`src/rtl/dbg_cmd_initiator.sv`:
```
// rtl/dbg_cmd_initiator.sv - CPU word request to debug-bus command/response initiator
// Optional sequential-address cache: define DBG_CMD_ADDR_CACHE_EN.
module dbg_cmd_initiator #(
   parameter int TIMEOUT = 255
) (
   input  logic        clk,
   input  logic        reset,
   input  logic        req_valid,
   input  logic        req_we,
   input  logic [31:0] req_addr,
   input  logic [31:0] req_wdata,
   output logic        req_ready,
   output logic        done,
   output logic [31:0] rdata,
   output logic        err,
   output logic        cmd_stb,
   output logic [33:0] cmd_word,
   input  logic        cmd_busy,
   input  logic        rsp_stb,
   input  logic [33:0] rsp_word
);

   typedef enum logic [2:0] {
      S_IDLE, S_SEND_ADDR, S_WAIT_ADDR, S_SEND_OP, S_WAIT_OP, S_SEND_RST, S_FINISH
   } state_t;

   state_t      state_q, state_d;
   logic        we_q, we_d;
   logic [31:0] addr_q, addr_d;
   logic [31:0] wdata_q, wdata_d;
   logic [31:0] rdata_q, rdata_d;
   logic        err_q, err_d;
   logic [15:0] cnt_q, cnt_d;
   logic        cache_hit;
   logic        timed_out;

   assign timed_out = ({1'b0, cnt_q} + 17'd1) == 17'(TIMEOUT);

`ifdef DBG_CMD_ADDR_CACHE_EN
   logic [31:0] shadow_addr_q;
   logic        cache_valid_q;

   // Every path into FINISH carries its outcome in err_q, so the cache is updated on leaving FINISH.
   always_ff @(posedge clk) begin
      if (!reset) begin
         shadow_addr_q <= 32'd0;
         cache_valid_q <= 1'b0;
      end else if (state_q == S_FINISH) begin
         if (err_q) begin
            cache_valid_q <= 1'b0;
         end else begin
            cache_valid_q <= 1'b1;
            shadow_addr_q <= addr_q + 32'd4;
         end
      end
   end

   assign cache_hit = cache_valid_q && (req_addr == shadow_addr_q);
`else
   assign cache_hit = 1'b0;
`endif

   always_ff @(posedge clk) begin
      if (!reset) begin
         state_q <= S_IDLE;
         we_q    <= 1'b0;
         addr_q  <= 32'd0;
         wdata_q <= 32'd0;
         rdata_q <= 32'd0;
         err_q   <= 1'b0;
         cnt_q   <= 16'd0;
      end else begin
         state_q <= state_d;
         we_q    <= we_d;
         addr_q  <= addr_d;
         wdata_q <= wdata_d;
         rdata_q <= rdata_d;
         err_q   <= err_d;
         cnt_q   <= cnt_d;
      end
   end

   always_comb begin
      state_d = state_q;
      we_d    = we_q;
      addr_d  = addr_q;
      wdata_d = wdata_q;
      rdata_d = rdata_q;
      err_d   = err_q;
      cnt_d   = cnt_q;
      case (state_q)
         S_IDLE: begin
            if (req_valid) begin
               we_d    = req_we;
               addr_d  = req_addr;
               wdata_d = req_wdata;
               if (req_addr[1:0] != 2'b00) begin
                  err_d   = 1'b1;
                  state_d = S_FINISH;
               end else if (cache_hit) begin
                  state_d = S_SEND_OP;
               end else begin
                  state_d = S_SEND_ADDR;
               end
            end
         end
         S_SEND_ADDR: begin
            if (!cmd_busy) begin
               cnt_d   = 16'd0;
               state_d = S_WAIT_ADDR;
            end
         end
         S_WAIT_ADDR: begin
            if (rsp_stb) begin
               if (rsp_word[33:32] == 2'b10) begin
                  state_d = S_SEND_OP;
               end else begin
                  err_d   = 1'b1;
                  state_d = S_FINISH;
               end
            end else if (timed_out) begin
               state_d = S_SEND_RST;
            end else begin
               cnt_d = cnt_q + 16'd1;
            end
         end
         S_SEND_OP: begin
            if (!cmd_busy) begin
               cnt_d   = 16'd0;
               state_d = S_WAIT_OP;
            end
         end
         S_WAIT_OP: begin
            if (rsp_stb) begin
               state_d = S_FINISH;
               if (rsp_word[33:32] == {1'b0, !we_q}) begin
                  err_d = 1'b0;
                  if (!we_q) rdata_d = rsp_word[31:0];
               end else begin
                  err_d = 1'b1;
               end
            end else if (timed_out) begin
               state_d = S_SEND_RST;
            end else begin
               cnt_d = cnt_q + 16'd1;
            end
         end
         S_SEND_RST: begin
            if (!cmd_busy) begin
               err_d   = 1'b1;
               state_d = S_FINISH;
            end
         end
         S_FINISH: state_d = S_IDLE;
         default:  state_d = S_IDLE;
      endcase
   end

   always_comb begin
      cmd_stb  = 1'b0;
      cmd_word = 34'd0;
      case (state_q)
         S_SEND_ADDR: begin
            cmd_stb  = 1'b1;
            cmd_word = {2'b10, addr_q[31:2], 2'b00};
         end
         S_SEND_OP: begin
            cmd_stb  = 1'b1;
            cmd_word = we_q ? {2'b01, wdata_q} : 34'd0;
         end
         S_SEND_RST: begin
            cmd_stb  = 1'b1;
            cmd_word = {2'b11, 32'd0};
         end
         default: ;
      endcase
   end

   assign req_ready = (state_q == S_IDLE) && reset;
   assign done      = (state_q == S_FINISH);
   assign rdata     = rdata_q;
   assign err       = err_q;

endmodule

```
`config.mk`:
```
export PLATFORM = sky130hd
export DESIGN_NAME = dbg_cmd_initiator
export DESIGN_NICKNAME = d
export VERILOG_FILES = /design/src/rtl/dbg_cmd_initiator.sv
export SDC_FILE = /design/constraint.sdc
export NUM_CORES = 1
export LEC_CHECK = 0
export ABC_AREA = 1
export ABC_CLOCK_PERIOD_IN_PS = 2800
export BUFFER_PORTS_ARGS = -buffer_cell sky130_fd_sc_hd__buf_2
export CAP_MARGIN = 30
export CORE_MARGIN = 8
export CORE_UTILIZATION = 52
export CTS_BUF_LIST = sky130_fd_sc_hd__clkbuf_8
export DETAILED_ROUTE_END_ITERATION = 10
export PLACE_DENSITY = 0.92
export REMOVE_ABC_BUFFERS = 1
export SYNTH_ARGS = -nofsm -noshare
export SYNTH_HDL_FRONTEND = slang
export SYNTH_SLANG_ARGS = --single-unit
```
`constraint.sdc`:
```
create_clock -name clk -period 2.8 [get_ports clk]
set_input_delay 0.42 -clock clk [delete_from_list [all_inputs] [get_ports clk]]
set_output_delay 0.42 -clock clk [all_outputs]
set_load 0.01 [all_outputs]
```
After elaboration in Yosys (flattened, before gate mapping):

Index checks and enable logic that the tools add are counted.

* register bits after elaboration: 117
* bits in latches: 0
* RAM bits: 0
* ROM bits: 0
* input bits: 104
* memories: 0

* add/sub/neg operators: 2
* $mul: 0
* div/mod/pow operators: 0
* $lt $le $gt $ge: 0
* equality and inequality tests: 20
* shift-type cells: 0
* mux-type cells: 25
* bitwise gates (word level): 1
* reduce and logical (&&, ||, !) cells: 14

Operators by type and width (count)
* $pmux W34 S3: 1
* $mux W16: 3
* $mux W33: 1
* $pmux W16 S2: 1
* $mux W3: 9
* $ne A2 B2 Y1 const B: 11
* $pmux W3 S6: 1
* $add A16 B1 Y17 const B: 1
* $eq A17 B8 Y1 const B: 1
* $add A16 B1 Y16 const B: 1
* $reduce_and A4 Y1: 3
* $eq A3 B3 Y1 const B: 3
* $mux W1: 8
* $reduce_and A7 Y1: 1
* $eq A3 B2 Y1 const B: 2
* $pmux W1 S4: 1
* $reduce_bool A2 Y1: 2
* $reduce_bool A4 Y1: 1
* $reduce_or A2 Y1: 2
* $eq A3 B1 Y1 const B: 1
* $logic_not A3 Y1: 1
* $reduce_or A3 Y1: 1
* $eq A2 B1 Y1: 1
* $eq A2 B2 Y1 const B: 1
* other kinds (4): 4

Logic depth before layout (Yosys ltp):

* depth after elaboration: 5
* mapped depth: 18

Worst setup path before layout:

OpenSTA, ideal clock, no wires.

* path type: reg-to-reg
* start: register cnt_q[1]
* end: register cnt_q[5]
* arrival: 1.863 ns
* slack: 0.823 ns
* cell stages (with the launch flop): 17
* buffers on the path: 1
* period minus slack after synthesis: 1.977 ns
* cell sequence: dfxtp_1 -> ha_1 -> nand2_1 -> nor2_4 -> nand2_2 -> nor2_4 -> xor2_2 -> nand2_1 -> nor2_2 -> nand2_2 -> nand2_2 -> nand2_2 -> nand2_4 -> inv_4 -> buf_6 -> nor2_1 -> nor2_1

* cells in the longest elaborated chain, start to end: 4
* elaborated cells on any way between the ends: 8
* classes of those cells: add/sub: 2; eq/ne: 2; mux: 3; reduce/logical: 1

RTL lines
* start, declared: line 33 `logic [15:0] cnt_q, cnt_d;`
* start signal, assigned: line 79 `cnt_q <= cnt_d;`
* $add A16 B1 Y17 or $add A16 B1 Y16 (tied branches): line 37, 124, 145
* $eq A17 B8 Y1 or $mux W16 (tied branches): line 37, 121, 142
* $ne A2 B2 Y1 (no source line) or $mux W16 (tied branches)
* $reduce_and A4 Y1 (no source line) or $pmux W16 S2 (tied branches)

Parallel ways exist; a longest one is shown, timed or not. The select of a mux whose other input is x is not followed.
A chain may end at the register's enable or synchronous reset.

Worst setup path in the final report:

* start: register state_q[0]
* end: output port cmd_word[20]

* cells in the longest elaborated chain, start to end: 2
* elaborated cells on any way between the ends: 4
* classes of those cells: eq/ne: 3; mux: 1

RTL lines
* start, declared: line 27 `state_t state_q, state_d;`
* start signal, assigned: line 73 `state_q <= state_d;`
* $eq A3 B3 Y1 (tied with other cells): line 162 `case (state_q)`
* $pmux W34 S3 (*): line 162
* end, declared: line 17 `output logic [33:0] cmd_word,`

Every way passes the cells marked *; elsewhere a longest branch is shown, timed or not.

==> results_dict.tcl <==
set metrics [dict create \
    setup.worst_path.start "state_q[0]" \
    outcome "finished, final reports clean" \
    cts.clk_slew.worst_paths_ns 0.07 \
    grt_pass1_wl_um 22200 \
    place_inst 998 \
    rsz0062_at_grt "no" \
    cts-root-buf "clkbuf_8" \
    grt_antenna_before_repair 1 \
    p_per_area_mw_per_mm2 884 \
    routed-via-count 5153 \
    critical_path.cell_chain "inv_1 > nor2_1 > inv_1 > nor2_1 > nand2_1 > buf_4 > o22ai_1 > buf_2" \
    drc 0 \
    area_growth_pct 25.8 \
    final_common_cell "buf_2" \
    ys_seq_elements 115 \
    avgRoutedWirePerCell_um 13.4 \
    synth_top_area_cell "dfxtp_1" \
    synth.avg_cell_area_um2 7.03 \
    maxSlewHeadroom 0.656 \
    yosys_warnings 0 \
    fp.dieW_um 115 \
    max_freq_ghz 0.393 \
    slowest_delay_ns 0.41 \
    netlist.area_leader.share 0.451 \
    critPathLaunchType "flip-flop" \
    critPathSlowestCell "dfxtp_1" \
    setup_tns_ns 0 \
    drive_gt1_frac 0.265 \
    cap_viol_max_count 0 \
    fin_crit_sh 0.910 \
    synth_edf_count 0 \
    cts_resized 0 \
    yosysUniqueCellTypes 27 \
    timing.rr.start "cnt_q[1]" \
    finalNetCount 990 \
    postSynth.asyncResetShare 0 \
    gp_congestion 0.860 \
    grt_pass1_vias 4829 \
    slew_violations 0 \
    io_buffers 173 \
    cts_hold_buf 0 \
    crit_type "reg -> out" \
    fin_crit_ns 2.55 \
    hold_start "rsp_word[13]" \
    hold_end "rdata[13]" \
    io_pins 174 \
    rr_worst_depth 16 \
    yosys-top-cells-area "dfxtp_1, o21ai_0, nor2_1" \
    power_leakage_uw 0.00291 \
    peakVddDrop_mv 0.523 \
    mostFrequentLayoutCells "buf_2, nor2_1, dfxtp_1" \
    endpoint_kind "output pin" \
    crit_buf_inv 4 \
    drt_iter0_markers 356 \
    synth_area_mm2 0.00510 \
    worstMarginPinSlew_ns 0.515 \
    hpwl_um 9870 \
    skew_ns 0.0109 \
    cts_buffers 17 \
    hold_class "in -> reg" \
    hold_viol 0 \
    cts_setup_buffers 0 \
    holdPathStages 3 \
    crit_required_ns 2.38 \
    r2r_end "cnt_q[8]" \
    insertion_delay_ns 0.41 \
    routed_wl_um 13800 \
    overflow 0 \
    vias_per_cell 5.00 \
    globalRouteTotalUtil 0.205 \
    ff2ff_setup_slack_ns 0.55 \
    clockBufferDepth 2 \
    synth-main-ff-cell "dfxtp_1" \
    path_max_fanout 33 \
    start_util 0.529 \
    critPathArrivalTime_ns 2.13 \
    cp_top_family "buffers and inverters" \
    dieHeight_um 115 \
    drt-pass1-iter-count 8 \
    htree_levels 4 \
    ys_seq_area_frac 0.451 \
    synth_cells 725 \
    instances_no_fill 1030 \
    die_area_mm2 0.0132 \
    num_rows 36 \
    clock-sinks 115 \
    grt_max_degree 113 \
    core_area_mm2 0.00964 \
    setup_violations 0 \
    cts_tree "yes" \
    ant_nets 0 \
]
[final cells by class]
class	instances	area, um^2
fill	896	3220
sequential	115	2300
clock inverter	14	116
antenna	1	2.50
clock buffer	17	234
multi-input combinational	470	2260
inverter	100	378
tap	133	166
timing repair buffer	180	956
[worst max-delay path by stage]
stage,cells past startpoint,endpoint,slack [ns]
floorplan,6,addr_q[10],0.03
global placement,15,cnt_q[2],0.68
detailed placement,16,cnt_q[5],0.62
CTS,8,cmd_word[14],0.27
global route,8,cmd_word[25],0.04
finish,8,cmd_word[20],0.25
[where the power goes]
| part | switching [uW] | leakage, uW | internal (uW) |
|---|---|---|---|
| registers | 269 | 0.000944 | 2110 |
| logic | 1260 | 0.00178 | 672 |
| clock network | 676 | 0.000185 | 693 |
[worst reg2reg max path, delay by kind of cell (launching register included)]
family        cells  cell delay, ns
fa+ha+maj         1            0.21
flops             1            0.40
buf+inv           1            0.14
simple gates     14            1.41
[synth_stat cells (6+ instances only)]
cell / n
o21ai_1: 10
nor2_2: 13
inv_1: 98
clkbuf_1: 36
nand2_1: 68
nand2_2: 6
o21ai_0: 106
dfxtp_1: 115
nor2_1: 126
nand3_1: 14
o22ai_1: 30
a21oi_1: 74
[sequential cells by signal (all words and copies together) (netlist names)]
register  flops
addr_q       30
cnt_q        16
err           1
rdata        32
state_q       3
wdata_q      32
we_q          1
[metrics by stage]
stage	worst slack [ns]	total power, uW	instance area, um^2	hold slack, ns	util
after global placement	0.680	4250	6060	0.439	0.629
after global routing	0.0425	6100	6420	0.234	0.666
after floorplan	0.0301	3730	4930	0.429	-
after CTS	0.269	5690	6410	0.235	0.665
after detailed placement	0.619	4310	6060	0.444	0.629
final	0.252	5670	6420	0.256	0.666
[per-layer routing]
metal / routed length [um] / track usage / vias to the layer above / share of wire
met1: 5820 / 0.248 / 2258 / 0.42
met4: 469 / 0.107 / 0 / 0.034
met2: 6530 / 0.323 / 196 / 0.47
met3: 953 / 0.0604 / 36 / 0.069
met5: 0 / 0 / - / 0
li1: - / - / 2663 / -
[logic make-up (layout without fill, tap and decap cells)]
family          after synthesis  after routing  share of synthesized area
simple gates                244            244                      0.206
buf+inv                     140            311                      0.106
fa+ha+maj                     2              2                    0.00491
flops                       115            115                      0.451
compound gates              221            221                      0.225
xor+xnor                      3              3                    0.00663
other cells                   0              1                          0
Note: power is estimated with default switching activity, not from simulation.
